==> config.mk <==
export PLATFORM = sky130hd
export DESIGN_NAME = sync_binary_down_counter
export DESIGN_NICKNAME = d
export VERILOG_FILES = /design/src/rtl/sync_binary_down_counter.sv
export SDC_FILE = /design/constraint.sdc
export NUM_CORES = 1
export LEC_CHECK = 0
export CORE_AREA = 3 3 40 42
export CTS_CLUSTER_SIZE = 10
export DETAILED_ROUTE_END_ITERATION = 8
export DIE_AREA = 0 0 43 45
export HOLD_SLACK_MARGIN = 0.06
export PLACE_DENSITY = 0.58
export SLEW_MARGIN = 20
export SYNTH_ARGS = -nofsm -noshare
export SYNTH_HDL_FRONTEND = slang
export SYNTH_SLANG_ARGS = --single-unit
==> constraint.sdc <==
create_clock -name clk -period 1.57 [get_ports clk]
set_clock_uncertainty 0.1 [all_clocks]
set_input_delay 0.157 -clock clk [delete_from_list [all_inputs] [get_ports clk]]
set_output_delay 0.157 -clock clk [all_outputs]
set_load 0.03 [all_outputs]
==> src/rtl/sync_binary_down_counter.sv <==
// Presettable synchronous binary down counter with borrow-out and a small load/run/expiry FSM.
// Optional feature macro: AUTO_RELOAD_EN (borrow edge reloads the last preset instead of wrapping to all-ones).
module sync_binary_down_counter #(
  parameter int WIDTH = 4
) (
  input  logic             clk,
  input  logic             mr,
  input  logic             load,
  input  logic             en,
  input  logic [WIDTH-1:0] d,
  output logic [WIDTH-1:0] q,
  output logic             bo,
  output logic             busy,
  output logic             done
);

  typedef enum logic [1:0] {
    IDLE    = 2'd0,
    LOADED  = 2'd1,
    RUN     = 2'd2,
    EXPIRED = 2'd3
  } state_t;

  state_t           state_reg, state_next;
  logic [WIDTH-1:0] q_reg, q_next;
  logic             done_reg, done_next;
  logic [WIDTH-1:0] wrap_val;
  logic             q_zero, q_one;

  assign q_zero = (q_reg == '0);
  assign q_one  = (q_reg == WIDTH'(1));

`ifdef AUTO_RELOAD_EN
  logic [WIDTH-1:0] rld_reg;

  // Preset captured on every load; used as the value after a borrow.
  always_ff @(posedge clk or negedge mr) begin
    if (!mr) begin
      rld_reg <= '0;
    end else if (load) begin
      rld_reg <= d;
    end
  end

  assign wrap_val = rld_reg;
`else
  assign wrap_val = '1;
`endif

  // Counter datapath: load beats enable, enable beats hold.
  always_comb begin
    q_next    = q_reg;
    done_next = 1'b0;
    if (load) begin
      q_next = d;
    end else if (en) begin
      if (q_zero) begin
        q_next = wrap_val;
      end else begin
        q_next    = q_reg - WIDTH'(1);
        done_next = q_one;
      end
    end
  end

  always_ff @(posedge clk or negedge mr) begin
    if (!mr) begin
      q_reg    <= '0;
      done_reg <= 1'b0;
    end else begin
      q_reg    <= q_next;
      done_reg <= done_next;
    end
  end

  // FSM state register
  always_ff @(posedge clk or negedge mr) begin
    if (!mr) begin
      state_reg <= IDLE;
    end else begin
      state_reg <= state_next;
    end
  end

  // FSM next state; an idle counter sitting at zero stays idle when it borrows.
  always_comb begin
    state_next = state_reg;
    if (load) begin
      state_next = (d == '0) ? IDLE : LOADED;
    end else if (en) begin
      if (!q_zero) begin
        state_next = q_one ? EXPIRED : RUN;
      end else if (state_reg != IDLE) begin
        state_next = RUN;
      end
    end
  end

  // FSM / datapath outputs
  always_comb begin
    busy = (state_reg == RUN);
    done = done_reg;
    q    = q_reg;
    bo   = en & q_zero & ~load;
  end

endmodule

==> flow_summary.toml <==
[hold_path]
hold_class = "in2async"

[final_layout]
final_cell_mix = "11 x buf_4, 8 x clkdlybuf4s50_1, 5 x dfrtp_1, 5 x dlygate4sd2_1"
area_delta_synth_final_pct = 64.6
final_nets = 83
fillCellCount = 111
seq_area_um2 = 178
multi_input_area_um2 = 273
largest_register_ffs = 4
finalNonFillerCells = 86
final_common_cell = "buf_4"
layout-drive-gt1-share_pct = 39.4
utilization_pct = 56.6
n_antenna_cell = 0

[placed_design]
dpl_worst_slack_ns = -0.0212
hpwl_um = 785
gp_congestion = 0.730
portBuffers = 14
placed_cells = 78

[logic_synthesis]
synthTopCellsByArea = "dfrtp_1 40%, ha_1 8.5%, nor4b_2 3.4%"
synth-edff-count = 0
yosysSeqAreaShare_pct = 39.7
ys.flop_type = "dfrtp_1"
syn_inst = 44
yosys.area_share.simple_pct = 30.0
ys_ff_latch = 7
synth_warnings = 0
synthXorXnorAreaFrac_pct = 1.98
synthMuxAreaShare_pct = 0
syn-cell-area_um2 = 442
syn_nets = 55
synth_area_per_cell_um2 = 10.0
synth_top_family_by_area = "simple AND/OR/NAND/NOR gates"
ys_async_sr_fraction_pct = 100
synth-adder-area-share_pct = 8.50
yosys.area.top_type_share_pct = 39.7
ys_types = 27
synth_area_leader_cell = "dfrtp_1"
synth-compound-area-share_pct = 14.4

[critical_path]
crit_arrival_ns = 1.42
critPathKind = "reg2out"
cp_num_cells = 5
max_stage_delay_ns = 0.42
worst-path-buf-inv = 2
crit_path_top_delay_cell = "dfrtp_2"
crit_end = "bo"
end_kind = "primary output"
critPathLaunch = "q[1]"
crit_fanout = 3
worstReg2RegStart = "q[0]"
cp-start-kind = "flip-flop"
path_delay_family = "simple AND/OR/NAND/NOR gates"
timing.rr.end = "state_reg[0]"
crit_chain = "inv_4, ha_4, nor4b_4, and2_4, buf_6"
rr_worst_depth = 6
crit_required_ns = 1.31
rrSetupSlack_ns = 0.06

[floorplan]
die_w_um = 43
start_util_pct = 34.4
die_h_um = 45
coreArea_um2 = 1280
rows = 13
dieArea_um2 = 1940
boundaryPins = 15

[detailed_routing]
wl_met2_um = 504
viasPerCell = 4.65
routedWlPerCell_um = 12.4
drcViolationCount = 0
dr.pass1.iters = 2
vias = 400
drtIter0Drc = 1
routed.top_layer = "met4"
ant_nets = 0
drt_wl_total_um = 1070
met1_length_um = 447
dr_wl_met3_um = 83

[global_routing]
grt_pass1_vias = 410
grt_max_degree = 11
grt_usage_pct = 14.8
grt-ovfl-total = 0
antenna_found_initial = 0
grt_pass1_wl_um = 1920

[clock_network]
cts_root_buf = "clkbuf_4"
cts_num_sinks = 7
h-tree-depth = 1
cts.path.max_buffers = 2
clk_latency_ns = 0.26
path_clk_slew_ns = 0.05
cts_tree = "done"
hold_buffers = 0
cts-buffers-inserted = 3

[power]
pwr-share-clk_pct = 27.5
vdd_drop_max_mv = 0.494
switchingPower_mw = 0.192
p_per_area_nw_per_um2 = 825
leakage_nw = 0.324
seq_power_share_pct = 37.1
swShare_pct = 32.0
pwr-share-comb_pct = 35.4
internal_power_mw = 0.408

[job]
maxCapViolations = 0

[sta]
tns_ns = -0.107
setup_violations = 1
final_hold_viol_count = 0
whs_ns = 0.0571
slew_viol_final = 0
tightest_slew_ns = 0.315
setup_slack_ns = -0.107
slew_headroom_pct = 78.8
finalCriticalPeriod_ns = 1.68
fmax_mhz = 596
grt_setup_unrepaired = "yes"
fin_crit_sh_pct = 107

[status]
violations = "setup timing"
outcome = "complete, but fails checks"
-- Yosys cell counts (2+ instances only) --
cell     n
dfrtp_1  7
ha_1     3
inv_1    3
nand2_1  3
a21oi_1  2
and2_1   2
nor2_1   2
nor3_1   2
o21ai_0  2
-- metrics by stage --
| step | total power [mW] | instance area (um2) |
|---|---|---|
| finish | 0.600 | 727 |
| detailed placement | 0.411 | 642 |
| global route | 0.653 | 727 |
| CTS | 0.592 | 709 |
| floorplan | 0.320 | 445 |
| global placement | 0.411 | 642 |
-- worst reg2reg max path, stage by stage, from the launching register on --
cell      delay [ns]
dfrtp_2         0.42
buf_4           0.14
ha_1            0.17
nor4b_1         0.13
buf_4           0.14
a221oi_2        0.23
nor3_2          0.05
-- power by group through the flow --
| stage | Clock (mW) | Sequential [mW] | Combinational (mW) |
|---|---|---|---|
| after floorplan | 0 | 0.247 | 0.0730 |
| after global routing | 0.193 | 0.225 | 0.235 |
| after global placement | 0 | 0.222 | 0.189 |
| after detailed placement | 0 | 0.222 | 0.189 |
| after CTS | 0.169 | 0.221 | 0.202 |
| final | 0.165 | 0.222 | 0.212 |
-- worst min path at each step --
stage / startpoint / endpoint / slack, ns / depth (start not counted)
2_1_floorplan: mr / done / -0.24 / 0
3_3_place_gp: mr / done / 0.35 / 1
3_5_place_dp: mr / done / 0.34 / 1
4_1_cts: mr / done / 0.07 / 1
5_1_grt: mr / q[3] / 0.06 / 1
6_report: mr / done / 0.06 / 1
-- repair_timing --
item	CTS	global route
buffers inserted	2	2
gates cloned	0	0
resized for setup	12	2
pin swaps	1	1
endpoints found under the setup margin	6	3
-- final cells by class --
class,instances,share of cell area (%)
clock buffers,4,3.61
inverters,3,1.89
multi-input cells,32,37.5
flip-flops and latches,7,24.4
well taps,15,2.58
repair buffers,25,29.9
-- layer usage --
metal / GRT usage [%] / vias to the layer above
met5: 0 / -
met4: 9.04 / 0
met3: 7.57 / 5
met2: 22.5 / 11
met1: 16.5 / 173
li1: - / 211
-- cell families after synthesis --
| kind of cell | count (synthesis) |
|---|---|
| adders and majority gates | 3 |
| buffers and inverters | 5 |
| and+or+nand+nor | 19 |
| AOI/OAI and AO/OA | 9 |
| DFF | 7 |
| xor gates and xnor gates | 1 |
(Power assumes the default switching activity.)
